**src/rtl/fp_add_arbiter.sv**
```systemverilog
// Round-robin arbiter/sequencer sharing one FP adder among N_REQ requesters.
// Optional adder watchdog enabled by defining FP_ADD_ARB_TIMEOUT_EN.
module fp_add_arbiter #(
    parameter int N_REQ          = 4,
    parameter int TIMEOUT_CYCLES = 255
) (
    input  logic                 clk,
    input  logic                 rst,
    input  logic [N_REQ-1:0]     req,
    input  logic [32*N_REQ-1:0]  a_in,
    input  logic [32*N_REQ-1:0]  b_in,
    output logic [N_REQ-1:0]     ack,
    output logic [31:0]          result,
    output logic                 err,
    output logic                 busy,
    output logic [2:0]           grant_id,
    output logic [31:0]          add_a,
    output logic [31:0]          add_b,
    output logic                 add_start,
    input  logic                 add_done,
    input  logic [31:0]          add_ans
);

    if (N_REQ < 2 || N_REQ > 8) begin : g_bad_n_req
        $error("fp_add_arbiter: N_REQ must be 2..8");
    end
    if (TIMEOUT_CYCLES < 1) begin : g_bad_timeout
        $error("fp_add_arbiter: TIMEOUT_CYCLES must be >= 1");
    end

    typedef enum logic [1:0] {S_IDLE, S_ISSUE, S_WAIT, S_RESP} state_t;

    state_t             state, state_d;
    logic [2:0]         rr_ptr, rr_d, grant_d, win;
    logic [31:0]        a_d, b_d, result_d, a_sel, b_sel;
    logic [N_REQ-1:0]   ack_d, gnt_oh;
    logic               start_d, busy_d;

`ifdef FP_ADD_ARB_TIMEOUT_EN
    localparam int WD_W = $clog2(TIMEOUT_CYCLES + 1);
    logic [WD_W-1:0]    wd, wd_d;
    logic               err_d;
`endif

    // First set request at or above p, otherwise the lowest set request (wrap).
    function automatic logic [2:0] rr_pick(input logic [N_REQ-1:0] r, input logic [2:0] p);
        logic [2:0] lo, hi;
        logic       hi_found;
        lo = '0;
        hi = '0;
        hi_found = 1'b0;
        for (int i = N_REQ - 1; i >= 0; i--) begin
            if (r[i]) lo = 3'(i);
            if (r[i] && 3'(i) >= p) begin
                hi = 3'(i);
                hi_found = 1'b1;
            end
        end
        return hi_found ? hi : lo;
    endfunction

    always_comb begin
        win   = rr_pick(req, rr_ptr);
        a_sel = '0;
        b_sel = '0;
        for (int i = 0; i < N_REQ; i++) begin
            gnt_oh[i] = (grant_id == 3'(i));
            if (win == 3'(i)) begin
                a_sel = a_in[32*i +: 32];
                b_sel = b_in[32*i +: 32];
            end
        end
    end

    always_comb begin
        state_d  = state;
        grant_d  = grant_id;
        a_d      = add_a;
        b_d      = add_b;
        start_d  = 1'b0;
        ack_d    = '0;
        result_d = result;
        rr_d     = rr_ptr;
`ifdef FP_ADD_ARB_TIMEOUT_EN
        wd_d     = wd;
        err_d    = 1'b0;
`endif
        case (state)
            S_IDLE: begin
                if (|req) begin
                    state_d = S_ISSUE;
                    grant_d = win;
                    a_d     = a_sel;
                    b_d     = b_sel;
                    start_d = 1'b1;
`ifdef FP_ADD_ARB_TIMEOUT_EN
                    wd_d    = '0;
`endif
                end
            end
            S_ISSUE: state_d = S_WAIT;
            S_WAIT: begin
                if (add_done) begin
                    result_d = add_ans;
                    ack_d    = gnt_oh;
                    state_d  = S_RESP;
                end
`ifdef FP_ADD_ARB_TIMEOUT_EN
                // Adder never answered: return quiet NaN and flag the timeout.
                else if (wd == WD_W'(TIMEOUT_CYCLES - 1)) begin
                    result_d = 32'h7FC0_0000;
                    err_d    = 1'b1;
                    ack_d    = gnt_oh;
                    state_d  = S_RESP;
                end else begin
                    wd_d = wd + 1'b1;
                end
`endif
            end
            S_RESP: begin
                state_d = S_IDLE;
                rr_d    = (grant_id == 3'(N_REQ - 1)) ? 3'd0 : grant_id + 3'd1;
            end
            default: state_d = S_IDLE;
        endcase
        busy_d = (state_d != S_IDLE);
    end

    always_ff @(posedge clk or posedge rst) begin
        if (rst) begin
            state     <= S_IDLE;
            rr_ptr    <= '0;
            grant_id  <= '0;
            add_a     <= '0;
            add_b     <= '0;
            add_start <= 1'b0;
            ack       <= '0;
            result    <= '0;
            busy      <= 1'b0;
        end else begin
            state     <= state_d;
            rr_ptr    <= rr_d;
            grant_id  <= grant_d;
            add_a     <= a_d;
            add_b     <= b_d;
            add_start <= start_d;
            ack       <= ack_d;
            result    <= result_d;
            busy      <= busy_d;
        end
    end

`ifdef FP_ADD_ARB_TIMEOUT_EN
    always_ff @(posedge clk or posedge rst) begin
        if (rst) begin
            wd  <= '0;
            err <= 1'b0;
        end else begin
            wd  <= wd_d;
            err <= err_d;
        end
    end
`else
    assign err = 1'b0;
`endif

endmodule
```
**config.mk**
```make
export PLATFORM = sky130hd
export DESIGN_NAME = fp_add_arbiter
export DESIGN_NICKNAME = d
export VERILOG_FILES = /design/src/rtl/fp_add_arbiter.sv
export SDC_FILE = /design/constraint.sdc
export NUM_CORES = 1
export LEC_CHECK = 0
export CAP_MARGIN = 20
export CORE_AREA = 2 2 155 157
export CTS_CLUSTER_DIAMETER = 200
export CTS_CLUSTER_SIZE = 25
export DETAILED_ROUTE_END_ITERATION = 8
export DIE_AREA = 0 0 157 159
export PLACE_DENSITY = 0.7
export RECOVER_POWER = 50
export SYNTH_ARGS = -nofsm -noshare
export SYNTH_HDL_FRONTEND = slang
export SYNTH_SLANG_ARGS = --single-unit
```
**constraint.sdc**
```tcl
create_clock -name clk -period 7.3 [get_ports clk]
set_input_delay 1.46 -clock clk [delete_from_list [all_inputs] [get_ports clk]]
set_output_delay 1.46 -clock clk [all_outputs]
set_load 0.005 [all_outputs]
```
==> results of run 1 <==
==> tightest hold or removal path, stage by stage, from the launching register on <==
cell and delay, ps:
dfrtp_1 340, nand2_1 50, o221ai_1 60
==> layout make-up <==
class	instances	area [sq um]
fillers	2231	13000
repair buffers	405	4030
multi-input cells	324	2720
flip-flops and latches	108	2700
well taps	319	399
clock buffers	9	225
clock inverters	7	88.8
inverters	8	31.3
==> path summary, 6_finish.rpt <==
check	slack, ps	from	cells after the start	to
max	3420	req[0]	7	add_b[11]
min	480	add_a[4]	2	add_a[4]
max reg2reg	4560	rr_ptr[1]	6	add_b[11]
min reg2reg	480	add_a[4]	2	add_a[4]
max in group asynchronous	3550	rst	3	add_a[18]
min in group asynchronous	2060	rst	2	add_a[27]
==> per-layer routing <==
layer  GRT usage  share of wire  up-vias
li1            -              -     2549
met3      0.0700           0.11       20
met1       0.185           0.38     2631
met4      0.0392          0.015        0
met2       0.311           0.50      262
met5           0              0        -
==> power groups by stage <==
stage / clock network [mW] / registers (mW) / logic (mW)
floorplan: 0 / 1.07 / 0.903
global placement: 0 / 1.05 / 1.80
detailed placement: 0 / 1.06 / 1.83
CTS: 0.547 / 1.05 / 1.83
global route: 0.571 / 1.08 / 1.88
finish: 0.525 / 1.04 / 1.72
==> cells by family after synthesis <==
logic type	after synthesis
mux	162
compound gates	76
simple gates	77
other cells	1
flops	108
buf+inv	49
fa+ha+maj	7
==> state kept, by name, indices dropped and copies added, names as in the netlist <==
name	cells
ack	4
add_a	32
add_b	32
add_start	1
busy	1
grant_id	2
result	32
rr_ptr	2
state	2
==> synthesized netlist by cell type, drive strengths merged <==
cell / instances
nand2: 68
o2bb2a: 1
conb: 1
nor2: 2
nand2b: 2
inv: 8
o211ai: 1
ha: 7
a21oi: 3
a311oi: 1
buf: 33
o21ai: 5
and3: 4
clkbuf: 8
mux2: 33
or2: 1
o41ai: 1
dfrtp: 108
mux2i: 129
o221ai: 64
==> impl_metrics.env, run 1 <==
export IMPL_setup_viol=0
export IMPL_synth_adder_area_share=0.0153
export IMPL_tightest_slew_ps=2010
export IMPL_worstSetupStartpointType="input port"
export IMPL_core_sq_mm=0.0232
export IMPL_cts_buffers=9
export IMPL_grt_first_pass_wirelength_um=33100
export IMPL_num_vias=5462
export IMPL_violations="capacitance limit, slew limit"
export IMPL_overflow=0
export IMPL_avgViaCountPerCell=4.63
export IMPL_muxShareOfSynthArea=0.290
export IMPL_required_ps=7500
export IMPL_antenna_found_initial=2
export IMPL_crit_path_max_incr_delay_ps=770
export IMPL_synth_xor_area_frac=0
export IMPL_diodes=0
export IMPL_drtAntennaViolNets=0
export IMPL_hpwlAfterDp_um=16500
export IMPL_place_ws_ps=2970
export IMPL_synth_distinct_cells=27
export IMPL_fp_dieH_um=159
export IMPL_cp_data_arrival_time_ps=4080
export IMPL_crit_buf_inv=2
export IMPL_setup_tns_ps=0
export IMPL_fp_row_count=56
export IMPL_outcome="complete, but fails checks"
export IMPL_rsz0062_at_grt="no"
export IMPL_grt_max_degree=70
export IMPL_globalRouteTotalUtil=0.172
export IMPL_p_leak_nw=4.39
export IMPL_routabilityCongestion=0.742
export IMPL_start_util=0.247
export IMPL_path_class="input port to flip-flop"
export IMPL_totalPowerFinal_mw=3.28
export IMPL_p_comb_frac=0.524
export IMPL_skew_ps=11.8
export IMPL_synth_seq_area_share=0.471
export IMPL_post_cts_buffers=0
export IMPL_cts_root_buf="clkbuf_16"
export IMPL_final_cells=1180
export IMPL_syn_inst=480
export IMPL_yosysTopAreaCell="dfrtp_1"
export IMPL_path_delay_family="buffers and inverters"
export IMPL_dr_first_iter_drc_count=268
export IMPL_area_growth_pct=77.8
export IMPL_insertion_delay_ps=360
export IMPL_fin_ws_ps=3420
export IMPL_final_cell_area_sq_mm=0.0102
export IMPL_cts_reportedPaths_clkPinSlew_ps=90
export IMPL_cp_max_fo=51
export IMPL_final_period_utilization=0.531
export IMPL_synth_top_area_frac=0.471
export IMPL_post_cts_resized=0
export IMPL_layout_common_cells="clkdlybuf4s50_1, mux2i_1, dfrtp_1"
export IMPL_cp_cell_sequence="clkdlybuf4s50_1 -> a21oi_1 -> o21ai_2 -> o2bb2a_4 -> buf_4 -> mux2i_1 -> o221ai_1"
export IMPL_dr_pass1_iters=4
export IMPL_htreeDepth=3
export IMPL_syn_area_sq_mm=0.00574
export IMPL_p_seq_frac=0.317
export IMPL_fmax_mhz=258
export IMPL_synth_area_per_cell_sq_um=11.9
export IMPL_nets=1158
export IMPL_wl_per_cell_um=18.7
export IMPL_power_density_mw_per_mm2=322
export IMPL_drc=0
export IMPL_postPlaceCellArea_sq_mm=0.00991
export IMPL_ys_seq_elements=108
export IMPL_postLayoutCoreUtil=0.440
export IMPL_synthTopCellsByArea="dfrtp_1, mux2i_1, o221ai_1"
export IMPL_grt_pass1_vias=5887
export IMPL_cts_buffer_depth=2
export IMPL_slew_headroom=-0.348
export IMPL_wirelength_um=22100
export IMPL_hold_slack_ps=485
export IMPL_synth_compound_area_frac=0.115
export IMPL_yosys_area_share_simple=0.0534
export IMPL_hold_viol=0
export IMPL_vdd_ir_drop_max_mv=0.212
export IMPL_cts_tree="built"
export IMPL_dp_cells=1164
export IMPL_die_area_sq_mm=0.0250
export IMPL_slowest_stage="buf_4"
export IMPL_io_pin_count=401
export IMPL_switching_share=0.360
export IMPL_max_cap_violations=2
export IMPL_endpoint_kind="flip-flop"
export IMPL_synth_warnings=0
export IMPL_hold_class="flip-flop to flip-flop"
export IMPL_p_sw_mw=1.18
export IMPL_layout_cells_most_common="clkdlybuf4s50_1"
export IMPL_cts_sinks=108
export IMPL_port_buffers=398
export IMPL_period_needed_ps=3880
export IMPL_cts_hold_buffers=0
export IMPL_synth_top_family_by_area="multiplexers"
export IMPL_dieWidth_um=157
export IMPL_drive_gt1_frac=0.0708
export IMPL_p_clk_frac=0.160
export IMPL_internal_power_mw=2.10
export IMPL_maxSlewViolCount=74
No activity file was read; power rests on OpenSTA's default activity.
==> run 2, diff against run 1 <==
Settings changed: CORE_AREA 2 2 155 157 to 2 2 154 156, DIE_AREA 0 0 157 159 to 0 0 156 158, PLACE_DENSITY 0.7 to 0.71.
Clock period 7.3 ns to 3.8 ns, I/O delays scaled along.
==> impl_metrics.env, run 2 (synthesized netlist as in run 1, its figures left out) <==
export IMPL_outcome="complete, but fails checks"
export IMPL_violations="capacitance limit, slew limit"
export IMPL_p_sw_mw=2.23
export IMPL_wirelength_um=20800
export IMPL_period_needed_ps=2740
export IMPL_htreeDepth=3
export IMPL_cts_buffer_depth=2
export IMPL_insertion_delay_ps=360
export IMPL_final_cells=1152
export IMPL_dp_cells=1136
export IMPL_layout_common_cells="clkdlybuf4s50_1, mux2i_1, dfrtp_1"
export IMPL_fin_ws_ps=1060
export IMPL_cts_reportedPaths_clkPinSlew_ps=90
export IMPL_slowest_stage="o41ai_1"
export IMPL_slew_headroom=-0.389
export IMPL_tightest_slew_ps=2080
export IMPL_crit_path_max_incr_delay_ps=770
export IMPL_fmax_mhz=365
export IMPL_endpoint_kind="flip-flop"
export IMPL_dr_first_iter_drc_count=260
export IMPL_avgViaCountPerCell=4.69
export IMPL_port_buffers=398
export IMPL_place_ws_ps=925
export IMPL_p_leak_nw=4.38
export IMPL_hold_slack_ps=484
export IMPL_cts_sinks=108
export IMPL_path_class="input port to flip-flop"
export IMPL_setup_tns_ps=0
export IMPL_fill_cells=2169
export IMPL_switching_share=0.349
export IMPL_worstSetupStartpointType="input port"
export IMPL_postPlaceCellArea_sq_mm=0.00995
export IMPL_io_pin_count=401
export IMPL_vdd_ir_drop_max_mv=0.422
export IMPL_hold_viol=0
export IMPL_hpwlAfterDp_um=15200
export IMPL_setup_viol=0
export IMPL_final_period_utilization=0.720
export IMPL_final_cell_area_sq_mm=0.0102
export IMPL_antenna_found_initial=0
export IMPL_nets=1159
export IMPL_max_cap_violations=1
export IMPL_routabilityCongestion=0.771
export IMPL_postLayoutCoreUtil=0.443
export IMPL_maxSlewViolCount=51
export IMPL_drtAntennaViolNets=0
export IMPL_core_sq_mm=0.0231
export IMPL_largest_registers="add_a (32), add_b (32), result (32)"
export IMPL_num_vias=5407
export IMPL_p_comb_frac=0.534
export IMPL_post_cts_resized=0
export IMPL_area_growth_pct=78.2
export IMPL_start_util=0.249
export IMPL_cts_root_buf="clkbuf_16"
export IMPL_required_ps=4010
export IMPL_drive_gt1_frac=0.0719
export IMPL_dieWidth_um=156
export IMPL_hold_class="flip-flop to flip-flop"
export IMPL_cts_buffers=9
export IMPL_dr_pass1_iters=7
export IMPL_overflow=0
export IMPL_cts_hold_buffers=0
export IMPL_totalPowerFinal_mw=6.39
export IMPL_drc=0
export IMPL_p_clk_frac=0.150
export IMPL_cp_data_arrival_time_ps=2940
export IMPL_die_area_sq_mm=0.0246
export IMPL_internal_power_mw=4.16
export IMPL_grt_max_degree=75
export IMPL_grt_pass1_vias=5574
export IMPL_skew_ps=15.6
export IMPL_post_cts_buffers=0
export IMPL_rsz0062_at_grt="no"
export IMPL_fp_dieH_um=158
export IMPL_cts_tree="built"
export IMPL_path_delay_family="compound AO/OA/AOI/OAI gates"
export IMPL_grt_first_pass_wirelength_um=30700
export IMPL_crit_buf_inv=3
export IMPL_cp_max_fo=65
export IMPL_wl_per_cell_um=18.1
export IMPL_p_seq_frac=0.315
export IMPL_cp_cell_sequence="clkdlybuf4s50_1 -> o41ai_1 -> inv_2 -> nand2_2 -> buf_12 -> o221ai_1"
export IMPL_diodes=0
export IMPL_globalRouteTotalUtil=0.161
export IMPL_layout_cells_most_common="clkdlybuf4s50_1"
export IMPL_power_density_mw_per_mm2=625
export IMPL_fp_row_count=56
==> run 2: changes by cell type in the layout (fill, tap and decap cells not counted), sizes merged <==
cell / change
clkinvlp: -1
clkinv: -3
inv: +4
clkdlybuf4s50: +47
clkbuf: -1
dlygate4sd3: -47
buf: +2
==> run 2: final timing paths <==
kind / startpoint / to / slack [ps] / cells past startpoint
setup reg to reg: rr_ptr[1] / add_b[8] / 1790 / 6
hold reg to reg: add_b[3] / add_b[3] / 480 / 2
max in group asynchronous: rst / add_b[29] / 1170 / 2
min in group asynchronous: rst / add_a[24] / 1390 / 2
setup / recovery: req[1] / add_a[5] / 1060 / 6
hold / removal: add_b[3] / add_b[3] / 480 / 2
==> run 2: cell type report <==
cell class,count,area (sq um),area share
Sequential cell,108,2700,0.264
Clock inverter,7,62.6,0.00612
Tap cell,290,363,0.0355
Timing Repair Buffer,406,4120,0.403
Multi-Input combinational cell,324,2720,0.266
Inverter,8,30.0,0.00294
Clock buffer,9,225,0.0220
==> run 2: worst min-delay path: stages, from the launching register on <==
cell      delay, ps
dfrtp_1         340
nand2_1          50
o221ai_1         60
==> run 2: power by group through the flow <==
stage	registers, mW	logic (mW)	clock network (mW)
after floorplan	2.05	1.73	0
after global placement	2.02	3.48	0
after detailed placement	2.04	3.53	0
after CTS	2.03	3.54	1.00
after global routing	2.09	3.71	1.04
final	2.01	3.41	0.961
==> run 2: metal layers <==
layer / global-route usage / vias to the layer above / wire length (um)
li1: - / 2542 / -
met1: 0.186 / 2585 / 8150
met2: 0.278 / 264 / 10200
met3: 0.0624 / 16 / 2120
met4: 0.0437 / 0 / 299
met5: 0 / - / 0
